**config.mk**
```make
export PLATFORM = sky130hd
export DESIGN_NAME = timebase_gen_flat
export DESIGN_NICKNAME = d
export VERILOG_FILES = /design/src/rtl/timebase_gen_pkg.sv /design/src/rtl/timebase_gen_if.sv /design/src/rtl/timebase_gen_mod_counter.sv /design/src/rtl/timebase_gen.sv /design/src/flat_wrapper.sv
export SDC_FILE = /design/constraint.sdc
export NUM_CORES = 1
export LEC_CHECK = 0
export ABC_AREA = 1
export CORE_MARGIN = 5
export CORE_UTILIZATION = 46
export CTS_CLUSTER_DIAMETER = 60
export CTS_CLUSTER_SIZE = 16
export DETAILED_ROUTE_END_ITERATION = 8
export PLACE_DENSITY = 0.75
export SLEW_MARGIN = 30
export SYNTH_ARGS = -nofsm -noshare
export SYNTH_HDL_FRONTEND = slang
export SYNTH_SLANG_ARGS = --single-unit
export TNS_END_PERCENT = 1
```
**constraint.sdc**
```tcl
create_clock -name clock -period 1.6 [get_ports clock]
set_input_delay 0.32 -clock clock [delete_from_list [all_inputs] [get_ports clock]]
set_output_delay 0.32 -clock clock [all_outputs]
set_load 0.02 [all_outputs]
```
**src/rtl/timebase_gen_pkg.sv**
```systemverilog
// Shared ratios and width helper for the time-base generator.
// Combinational helpers only; no latency or backpressure.
package timebase_gen_pkg;

  localparam int DEF_CLK_PER_SEC  = 256;
  localparam int DEF_SEC_PER_MIN  = 60;
  localparam int DEF_MIN_PER_HOUR = 60;

  // Counter width for a modulus; a modulus of 1 or 2 still needs one bit.
  function automatic int clog2_min1(input int modulus);
    int w;
    w = $clog2(modulus);
    return (w < 1) ? 1 : w;
  endfunction

endpackage

```
**src/rtl/timebase_gen_if.sv**
```systemverilog
// Control/strobe bundle between the time base and its consumers; hold exists only with TIMEBASE_HOLD_EN.
// Plain wires, no latency; no backpressure.
interface timebase_gen_if #(
  parameter int SEC_W = 6,
  parameter int MIN_W = 6
);

  logic             reset_count;
  logic             fastwatch;
`ifdef TIMEBASE_HOLD_EN
  logic             hold;
`endif
  logic             one_second;
  logic             one_minute;
  logic             one_hour;
  logic [SEC_W-1:0] sec_count;
  logic [MIN_W-1:0] min_count;

`ifdef TIMEBASE_HOLD_EN
  modport master (
    output reset_count, fastwatch, hold,
    input  one_second, one_minute, one_hour, sec_count, min_count
  );
  modport slave (
    input  reset_count, fastwatch, hold,
    output one_second, one_minute, one_hour, sec_count, min_count
  );
`else
  modport master (
    output reset_count, fastwatch,
    input  one_second, one_minute, one_hour, sec_count, min_count
  );
  modport slave (
    input  reset_count, fastwatch,
    output one_second, one_minute, one_hour, sec_count, min_count
  );
`endif

endinterface

```
**src/rtl/timebase_gen_mod_counter.sv**
```systemverilog
// Modulo-MOD counter with sync clear (priority) and enable; wrap flags the terminal enabled count.
// Value updates on the clock edge; wrap is combinational; no backpressure.
module mod_counter
  import timebase_gen_pkg::*;
#(
  parameter int MOD = 2,
  parameter int W   = clog2_min1(MOD)
) (
  input  logic         clock,
  input  logic         reset,
  input  logic         clear,
  input  logic         enable,
  output logic [W-1:0] value,
  output logic         wrap
);

  localparam logic [W-1:0] LAST = W'(MOD - 1);

  always_ff @(posedge clock or posedge reset) begin
    if (reset) begin
      value <= '0;
    end else if (clear) begin
      value <= '0;
    end else if (enable) begin
      value <= (value == LAST) ? '0 : value + W'(1);
    end
  end

  assign wrap = enable & (value == LAST);

endmodule

```
**src/rtl/timebase_gen.sv**
```systemverilog
// Second/minute/hour strobe generator with running counts; optional hold under TIMEBASE_HOLD_EN.
// Strobes are registered (one cycle after terminal count); free-running, no backpressure.
module timebase_gen
  import timebase_gen_pkg::*;
#(
  parameter int CLK_PER_SEC  = DEF_CLK_PER_SEC,
  parameter int SEC_PER_MIN  = DEF_SEC_PER_MIN,
  parameter int MIN_PER_HOUR = DEF_MIN_PER_HOUR
) (
  input logic           clock,
  input logic           reset,
  timebase_gen_if.slave tb_if
);

  localparam int PRE_W = clog2_min1(CLK_PER_SEC);
  localparam int SEC_W = clog2_min1(SEC_PER_MIN);
  localparam int MIN_W = clog2_min1(MIN_PER_HOUR);
  localparam logic [PRE_W-1:0] PRE_LAST = PRE_W'(CLK_PER_SEC - 1);

  logic             count_en;
  logic [PRE_W-1:0] pre_value;
  logic             pre_wrap;
  logic [SEC_W-1:0] sec_value;
  logic             sec_wrap;
  logic [MIN_W-1:0] min_value;
  logic             min_wrap;
  logic             one_second_q;
  logic             min_strobe_q;
  logic             hour_strobe_q;

`ifdef TIMEBASE_HOLD_EN
  assign count_en = ~tb_if.hold;
`else
  assign count_en = 1'b1;
`endif

  mod_counter #(.MOD(CLK_PER_SEC), .W(PRE_W)) u_prescaler (
    .clock  (clock),
    .reset  (reset),
    .clear  (tb_if.reset_count),
    .enable (count_en),
    .value  (pre_value),
    .wrap   (pre_wrap)
  );

  mod_counter #(.MOD(SEC_PER_MIN), .W(SEC_W)) u_seconds (
    .clock  (clock),
    .reset  (reset),
    .clear  (tb_if.reset_count),
    .enable (pre_wrap),
    .value  (sec_value),
    .wrap   (sec_wrap)
  );

  mod_counter #(.MOD(MIN_PER_HOUR), .W(MIN_W)) u_minutes (
    .clock  (clock),
    .reset  (reset),
    .clear  (tb_if.reset_count),
    .enable (sec_wrap),
    .value  (min_value),
    .wrap   (min_wrap)
  );

  // Wrap flags already carry the hold gating, so a frozen base emits no strobes.
  always_ff @(posedge clock or posedge reset) begin
    if (reset) begin
      one_second_q  <= 1'b0;
      min_strobe_q  <= 1'b0;
      hour_strobe_q <= 1'b0;
    end else if (tb_if.reset_count) begin
      one_second_q  <= 1'b0;
      min_strobe_q  <= 1'b0;
      hour_strobe_q <= 1'b0;
    end else begin
      one_second_q  <= count_en & (pre_value == PRE_LAST);
      min_strobe_q  <= sec_wrap;
      hour_strobe_q <= min_wrap;
    end
  end

  assign tb_if.one_second = one_second_q;
  assign tb_if.one_minute = tb_if.fastwatch ? one_second_q : min_strobe_q;
  assign tb_if.one_hour   = tb_if.fastwatch ? min_strobe_q : hour_strobe_q;
  assign tb_if.sec_count  = sec_value;
  assign tb_if.min_count  = min_value;

endmodule

```
**src/flat_wrapper.sv**
```systemverilog
// flat-port wrapper written by rule: the top's interface ports become plain ports
module timebase_gen_flat import timebase_gen_pkg::*;
#(
  parameter int CLK_PER_SEC  = DEF_CLK_PER_SEC,
  parameter int SEC_PER_MIN  = DEF_SEC_PER_MIN,
  parameter int MIN_PER_HOUR = DEF_MIN_PER_HOUR
)
  (clock, reset, tb_if_reset_count, tb_if_fastwatch, tb_if_one_second, tb_if_one_minute, tb_if_one_hour, tb_if_sec_count, tb_if_min_count);
  timebase_gen_if #(.SEC_W((clog2_min1((3)))), .MIN_W((clog2_min1((2))))) tb_if_i ();
  input logic clock;
  input logic reset;
  input wire logic [$bits(tb_if_i.reset_count)-1:0] tb_if_reset_count;
  input wire logic [$bits(tb_if_i.fastwatch)-1:0] tb_if_fastwatch;
  output wire logic [$bits(tb_if_i.one_second)-1:0] tb_if_one_second;
  output wire logic [$bits(tb_if_i.one_minute)-1:0] tb_if_one_minute;
  output wire logic [$bits(tb_if_i.one_hour)-1:0] tb_if_one_hour;
  output wire logic [$bits(tb_if_i.sec_count)-1:0] tb_if_sec_count;
  output wire logic [$bits(tb_if_i.min_count)-1:0] tb_if_min_count;
  assign tb_if_i.reset_count = tb_if_reset_count;
  assign tb_if_i.fastwatch = tb_if_fastwatch;
  assign tb_if_one_second = tb_if_i.one_second;
  assign tb_if_one_minute = tb_if_i.one_minute;
  assign tb_if_one_hour = tb_if_i.one_hour;
  assign tb_if_sec_count = tb_if_i.sec_count;
  assign tb_if_min_count = tb_if_i.min_count;
  timebase_gen #(.CLK_PER_SEC(CLK_PER_SEC), .SEC_PER_MIN(SEC_PER_MIN), .MIN_PER_HOUR(MIN_PER_HOUR)) u_core (.clock(clock), .reset(reset), .tb_if(tb_if_i));
endmodule
```
Word-level counts from Yosys, hierarchy flattened
Cells that the tools add are included.
W data, S select, Z words.
- multiply operators: 0
- bitwise logic cells: 2
- shift operators: 0
- div/mod/pow operators: 0
- eq/ne operators: 3
- magnitude comparators: 0
- mux-type cells: 13
- $add $sub $neg: 3
- reduce and logical (&&, ||, !) cells: 2
- operator list (cell ; count):
    $mux W6 ; 6
    $mux W8 ; 2
    $add A6 B1 Y6 const B ; 2
    $eq A6 B6 Y1 const B ; 2
    $add A8 B1 Y8 const B ; 1
    $eq A8 B8 Y1 const B ; 1
    $mux W1 ; 5
    $reduce_bool A2 Y1 ; 2
    $and A1 B1 Y1 ; 2
- flip-flop bits (word level): 23
- memories: 0
- ROM bits: 0
- input bits: 4
- RAM bits: 0
- latch bits: 0

Longest topological paths before layout
Gate-level depths: netlist of the first run.
- depth in word-level cells: 4
- depth in mapped cells: 8
- gate-level depth less buffers: 8

Modules after synthesis
Synthesis of the first run repeated with hierarchy kept, for this count alone.
- cells, all modules: 182
- area total of the unflattened synthesis: 1361.3 um2
- by module, submodules not included (module ; cells an instance ; times used ; sequential area each (um2) ; area an instance (um2)):
    mod_counter at u_core.u_minutes ... ; 47 ; 2 ; 150.1 ; 355.3
    mod_counter at u_core.u_prescaler ; 66 ; 1 ; 200.2 ; 498.0
    timebase_gen ; 22 ; 1 ; 75.1 ; 152.6

Worst setup path after synthesis of the first run
No wires, ideal clock.
- kind: register -> register
- start: register u_core.u_minutes.value[0]
- end: register u_core.u_minutes.value[3]
- stages on the path, launching flop included: 7
- setup slack: 0.299 ns
- arrival: 1.185 ns
- required time: 1.483 ns
- setup time: 0.117 ns
- path through: dfrtp_1 ha_1 nand3_1 nor2_1 nor2_1 nand2_1 nand2_1
- longest elaborated chain between the ends: 4
- elaborated cells on any way between the ends: 5
- those cells by class: 1 x add/sub; 1 x eq/ne; 3 x mux
- RTL lines (what ; RTL line ; source):
    start: declaration ; timebase_gen_mod_counter.sv:13 ; output logic [W-1:0] value,
    start signal: assignment ; timebase_gen_mod_counter.sv:25 ; value <= (value == LAST) ? '0 : value + W'(1);
    $add A6 B1 Y6 / $eq A6 B6 Y1 (equally long branches) ; timebase_gen_mod_counter.sv:25 ;
    $mux W6 (*) ; timebase_gen_mod_counter.sv:25 ;
    $mux W6 (*) ; timebase_gen_mod_counter.sv:24 ; end else if (enable) begin
    $mux W6 (*) ; timebase_gen_mod_counter.sv:22 ; end else if (clear) begin
Mark *: on every way between the ends. The rest lies on a longest branch, timed or not. The select of a mux whose other input is x is not followed.
A chain may end at the register's enable or synchronous reset.

Worst setup path after layout of the first run
- start: input port tb_if_fastwatch
- end: output port tb_if_one_hour
- longest elaborated chain between the ends: 1
- RTL lines (what ; RTL line ; source):
    start: declaration ; flat_wrapper.sv:13 ; input wire logic [$bits(tb_if_i.fastwatch)-1:0] tb_if_fastwatch;
    $mux W1 ; timebase_gen.sv:83 ; assign tb_if.one_hour = tb_if.fastwatch ? min_strobe_q : hour_strobe_q;
    end: declaration ; flat_wrapper.sv:16 ; output wire logic [$bits(tb_if_i.one_hour)-1:0] tb_if_one_hour;
No other way between the ends.

==> key figures, run 1 <==
Cells and area
  • Diodes inserted: 0
  • Area grow syn2layout: 10.7%
  • Final core occ: 53.0%
  • Number of filler cells placed in the layout: 255
  • Nets: 185
  • Share of cells above drive strength 1: 13.0%

Timing
  • PnR worst setup slack: 0.111 ns
  • Achievable frequency: 671 MHz
  • Final Cycle Share: 93.1%
  • Max-slew violation count: 0
  • Slew HR: 79.7%
  • Min Clock Period, post-route: 1.49 ns
  • Hold Vio Cnt, Final: 0
  • RSZ-0062 raised after global routing: no
  • Worst Skew: 0.00297 ns
  • Worst Tran Pin Value: 0.303 ns
  • Setup violators final: 0

Critical path
  • Crit-path max FO: 4
  • Critical path type: in2out
  • CP required: 1.28 ns
  • Startpoint types: primary input
  • Crit end category: output pin
  • Crit path arrival time: 1.17 ns

Yosys
  • Synth Area in Compound Gates: 6.32%
  • Largest family of logic cells by synthesized area: simple AND/OR/NAND/NOR gates
  • Register area share after synthesis: 44.0%
  • Synth top area share: 44.0%
  • Most common cell in the netlist: nand2_1
  • Synth Flop Type: dfrtp_1
  • XOR/XNOR Fraction of Synth Area: 2.68%
  • Syn Nets: 171
  • Async SR Flop Fraction: 100%
  • Most common library cells after synthesis: nand2_1, dfrtp_1, inv_1, nor2_1, nand3_1
  • Adder-cell share of the synthesized area: 2.87%
  • Post-Syn Area: 1310 um^2
  • Syn_area_per_cell: 7.97 um^2
  • YS warnings: 0
  • Number of synthesized flops with an enable pin: 0
  • Leading area contributor after synthesis: dfrtp_1
  • Synth area leaders: dfrtp_1, nand2_1, inv_1
  • Post-synthesis mux area share: 0%
  • Unique cell type count in the Yosys netlist: 24
  • Post-Synth Simple-Gate Area: 36.4%
  • Synth Register Bits: 23
  • Post-synthesis cell count: 164

Global routing
  • Largest net degree at the start of global routing: 24
  • First-pass GRT wire length: 4020 um
  • Vias in the first global route: 949
  • GRT Resource Usage Total: 12.1%
  • Grt ovf: 0
  • Initial antenna violation count: 0

Place
  • DP HPWL: 1740 um
  • Pre-CTS setup slack: -0.344 ns
  • Port Buffer Count: 9
  • Routability cong.: 0.814

Die
  • Die width: 63.3 um
  • Core area: 2730 um^2
  • DIE AREA: 4010 um^2
  • Row Count: 19
  • Initial Util: 47.8%
  • Die span in y: 63.3 um
  • I/O pin count: 10

Routing
  • Drt total wl: 2220 um
  • Routed Antenna Nets: 0
  • Residual DRC: 0
  • Initial DRC count: 20
  • Via count: 1024
  • DR pass1 iterations: 4
  • Wirelength per Cell: 10.7 um
  • Vias per inst: 4.92

Clock tree
  • CTS tree: yes
  • Clk Latency, worst-skew pair: 0.30 ns
  • Clk buf depth: 2
  • Cts bufs inserted: 3
  • H-tree levels: 1
  • Clk root buf: clkbuf_4
  • Clock Pin Slew Worst Setup and Hold Paths: 0.12 ns
  • Clk sinks: 23

Flow run
  • Max Cap Viol: 0

Power
  • Max VDD drop: 0.435 mV
  • Power Dens Cells: 631 nW/um^2
  • Lkg Pwr: 0.770 nW

Hold path
  • Worst Hold Class: in2async

Outcome
  • Status: completed
==> report_power, final <==
group / internal, mW / total, mW / switching (mW)
clock network: 0.0971 / 0.266 / 0.169
registers: 0.587 / 0.591 / 0.00432
logic: 0.0207 / 0.0558 / 0.0351
total: 0.705 / 0.914 / 0.209
==> routing by layer <==
metal	routed length, um	share of wire [%]	track usage, %	vias up
li1	-	-	-	539
met2	1060	48	20.3	12
met3	80	3.6	2.49	2
met4	17	0.77	4.42	0
met1	1060	48	15.4	471
met5	0	0	0	-
==> state kept, by name, indices dropped and copies added, names as in the netlist <==
signal,count
u_core.u_prescaler.value,8
u_core.u_minutes.value,6
u_core.u_seconds.value,6
u_core.hour_strobe_q,1
u_core.min_strobe_q,1
u_core.tb_if.one_second,1
==> placed cells by master, fill, tap and decap left out, drive strengths merged <==
cell type	count
nand2	52
nor2	24
dfrtp	23
inv	23
nand3	13
o21ai	7
clkbuf	5
xor2	4
dlygate4sd2	4
nand4	3
a21oi	3
ha	3
clkdlybuf4s50	3
buf	3
nor3	2
o21bai	2
nor3b	2
a31oi	1
==> final timing paths <==
kind	start	end	slack (ns)	depth (start not counted)
setup / recovery	tb_if_fastwatch	tb_if_one_hour	0.11	4
hold / removal	reset	u_core.u_prescaler.value[1]	0.33	3
setup reg to reg	u_core.u_minutes.value[0]	u_core.hour_strobe_q	0.22	4
hold reg to reg	u_core.u_prescaler.value[0]	u_core.u_prescaler.value[0]	0.48	1
max in group asynchronous	reset	u_core.u_seconds.value[5]	1.04	3
min in group clock	u_core.u_prescaler.value[0]	u_core.u_prescaler.value[0]	0.48	1
==> repair_timing <==
item / 4_1_cts / 5_1_grt
resized for setup: 10 / 2
endpoints found under the setup margin: 6 / 1
gates cloned: 0 / 0
hold buffers: 0 / 0
setup buffers: 0 / 0
==> logic make-up after synthesis <==
family | count (synthesis)
DFF | 23
xor gates and xnor gates | 4
adders and majority gates | 3
buffers and inverters | 25
and+or+nand+nor | 96
AOI/OAI and AO/OA | 13
==> metrics by stage <==
stage	TNS (ns)	std cells	power (mW)	hold WS (ns)	instance area [um^2]
after floorplan	0	164	0.636	0.322	1310
after global placement	-0.601	204	0.660	0.457	1440
after detailed placement	-0.662	204	0.662	0.452	1440
after CTS	-0.0214	208	0.928	0.339	1450
after global routing	0	208	0.971	0.345	1450
final	0	208	0.914	0.333	1450
==> critical path, cell delays in order <==
cell             delay [ns]
clkdlybuf4s50_1        0.51
nor2_1                 0.06
a21oi_1                0.10
buf_2                  0.17
==> area by class of cell <==
cell class                 count  area [um^2]  share of cell area, %
multi-input combinational    116          631                   43.6
sequential                    23          576                   39.8
timing repair buffer          11         90.1                   6.22
inverter                      23         86.3                   5.96
tap                           31         38.8                   2.68
clock buffer                   4         26.3                   1.82
No activity file was read; power rests on OpenSTA's default activity.
==> run 2, diff against run 1 <==
Settings changed: MAX_ROUTING_LAYER set to met4.
==> run 2 against run 1 <==
- global-route usage grew 0.33 points
- power is essentially flat
- sequential power is essentially flat
- cell count is the same
- hold slack is essentially flat
- utilization is the same
- critical endpoint unchanged
- non-clock buffer count is the same
- sequential share of layout area is the same
==> key figures, run 2 (synthesized netlist as in run 1, its figures left out) <==
Die
  • DIE AREA: 4010 um^2 (unchanged)
  • Initial Util: 47.8% (unchanged)
  • Die width: 63.3 um (unchanged)
  • Row Count: 19 (unchanged)
  • Core area: 2730 um^2 (unchanged)
  • I/O pin count: 10 (unchanged)
  • Die span in y: 63.3 um (unchanged)

Cells and area
  • Nets: 185 (unchanged)
  • Final core occ: 53.0% (unchanged)
  • Number of filler cells placed in the layout: 255 (unchanged)
  • Share of cells above drive strength 1: 13.0% (unchanged)
  • Most common library cell in the layout ignoring fill and taps: nand2_1 (unchanged)
  • Number of flip-flops in the largest register: 8 (unchanged)
  • Diodes inserted: 0 (unchanged)
  • Biggest regs: u_core.u_prescaler.value: 8 flops, u_core.u_minutes.value: 6 flops, u_core.u_seconds.value: 6 flops (unchanged)
  • Biggest register: u_core.u_prescaler.value (unchanged)
  • Area grow syn2layout: 10.7% (unchanged)
  • Most frequent cells in the layout: nand2_1, dfrtp_1, inv_1, nor2_1, nand3_1 (unchanged)

Routing
  • DR pass1 iterations: 4 (unchanged)
  • Via count: 1024 (unchanged)
  • Residual DRC: 0 (unchanged)
  • Drt total wl: 2220 um (about the same)
  • Routed Antenna Nets: 0 (unchanged)
  • Initial DRC count: 26 (was 20)
  • Wirelength per Cell: 10.7 um (about the same)
  • Vias per inst: 4.92 (unchanged)

Clock tree
  • H-tree levels: 1 (unchanged)
  • Postcts setup bufs: 0 (unchanged)
  • CTS Hold Buffers Added: 0 (unchanged)
  • Post-cts sizing count: 10 (unchanged)
  • Clk sinks: 23 (unchanged)
  • Clk Latency, worst-skew pair: 0.30 ns (about the same)
  • Cts bufs inserted: 3 (unchanged)
  • Clock Pin Slew Worst Setup and Hold Paths: 0.12 ns (about the same)
  • CTS tree: yes (unchanged)
  • Clk buf depth: 2 (unchanged)
  • Clk root buf: clkbuf_4 (unchanged)

Critical path
  • CP endpoint: tb_if_one_hour (unchanged)
  • Crit path arrival time: 1.17 ns (about the same)
  • Worst reg2reg path depth: 4 (unchanged)
  • Crit-path cells: clkdlybuf4s50_1 > nor2_1 > a21oi_1 > buf_2 (unchanged)
  • CP max stage delay: 0.51 ns (about the same)
  • CP required: 1.28 ns (about the same)
  • CP max-delay cell: clkdlybuf4s50_1 (unchanged)
  • CP Buf/Inv Count: 2 (unchanged)
  • Reg2Reg Setup Slack: 0.22 ns (about the same)
  • CP Launch Point: tb_if_fastwatch (unchanged)
  • Crit end category: output pin (unchanged)
  • Critical path type: in2out (unchanged)
  • Crit-path max FO: 4 (unchanged)
  • Reg2reg start: u_core.u_minutes.value[0] (unchanged)
  • Critical R2R Capture: u_core.hour_strobe_q (unchanged)
  • CP Depth: 4 (unchanged)
  • Top Family by Delay on Critical Path: buffers and inverters (unchanged)
  • Startpoint types: primary input (unchanged)

Global routing
  • First-pass GRT wire length: 4020 um (unchanged)
  • Initial antenna violation count: 0 (unchanged)
  • Largest net degree at the start of global routing: 24 (unchanged)
  • Grt ovf: 0 (unchanged)
  • Vias in the first global route: 948 (was 949)
  • GRT Resource Usage Total: 12.5% (was 12.1%)

Place
  • Port Buffer Count: 9 (unchanged)
  • DP HPWL: 1740 um (unchanged)
  • Routability cong.: 0.826 (was 0.814)
  • Pre-CTS setup slack: -0.344 ns (unchanged)

Timing
  • Max-slew violation count: 0 (unchanged)
  • Worst Skew: 0.00293 ns (was 0.00297 ns)
  • Worst Tran Pin Value: 0.303 ns (unchanged)
  • Worst Hold Slack: 0.333 ns (about the same)
  • PnR worst setup slack: 0.111 ns (unchanged)
  • Min Clock Period, post-route: 1.49 ns (unchanged)
  • Setup violators final: 0 (unchanged)
  • Slew HR: 79.7% (unchanged)
  • Final Cycle Share: 93.1% (unchanged)
  • RSZ-0062 raised after global routing: no (unchanged)
  • Hold Vio Cnt, Final: 0 (unchanged)
  • Achievable frequency: 671 MHz (unchanged)

Hold path
  • Worst Hold Class: in2async (unchanged)

Power
  • Lkg Pwr: 0.770 nW (unchanged)
  • Max VDD drop: 0.435 mV (about the same)
  • Power Dens Cells: 631 nW/um^2 (about the same)

Outcome
  • Status: completed (unchanged)

Flow run
  • Max Cap Viol: 0 (unchanged)
==> run 2: cell counts in the layout (fill, tap and decap cells not counted) <==
Identical to the previous run, type by type.
==> run 2: worst min path at each step <==
stage                                            from                          end  slack, ns
after floorplan                                 reset         u_core.hour_strobe_q       0.32
after global placement    u_core.u_prescaler.value[0]  u_core.u_prescaler.value[0]       0.46
after detailed placement  u_core.u_prescaler.value[0]  u_core.u_prescaler.value[0]       0.45
after CTS                                       reset  u_core.u_prescaler.value[3]       0.34
after global routing                            reset    u_core.u_minutes.value[5]       0.34
final                                           reset  u_core.u_prescaler.value[1]       0.33
==> run 2: cell type report <==
type	count	area [um^2]	area share, %
multi-input cells	116	631	43.6
flip-flops and latches	23	576	39.8
repair buffers	11	90.1	6.22
well taps	31	38.8	2.68
inverters	23	86.3	5.96
clock buffers	4	26.3	1.82
==> run 2: routing by layer <==
| layer | global-route usage, % | part of all wire [%] |
|---|---|---|
| met1 | 15.4 | 48 |
| met2 | 20.3 | 48 |
| met3 | 2.49 | 3.5 |
| met4 | 4.42 | 0.63 |
| met5 | - | 0 |
==> run 2: worst register-to-register path, delay by kind of cell (launching register included) <==
kind,cells,cell delay (ns)
fa+ha+maj,1,0.22
simple gates,3,0.63
flops,1,0.45
==> run 2: where the power goes <==
part	switching [mW]	internal [mW]
logic	0.0351	0.0207
registers	0.00431	0.587
clock network	0.169	0.0971
total	0.209	0.705
==> run 2: per-stage QoR <==
step / total power, mW / std cells / TNS (ns) / instance area [um^2]
2_1_floorplan: 0.636 / 164 / 0 / 1310
3_3_place_gp: 0.660 / 204 / -0.601 / 1440
3_5_place_dp: 0.662 / 204 / -0.662 / 1440
4_1_cts: 0.928 / 208 / -0.0214 / 1450
5_1_grt: 0.971 / 208 / 0 / 1450
6_report: 0.913 / 208 / 0 / 1450
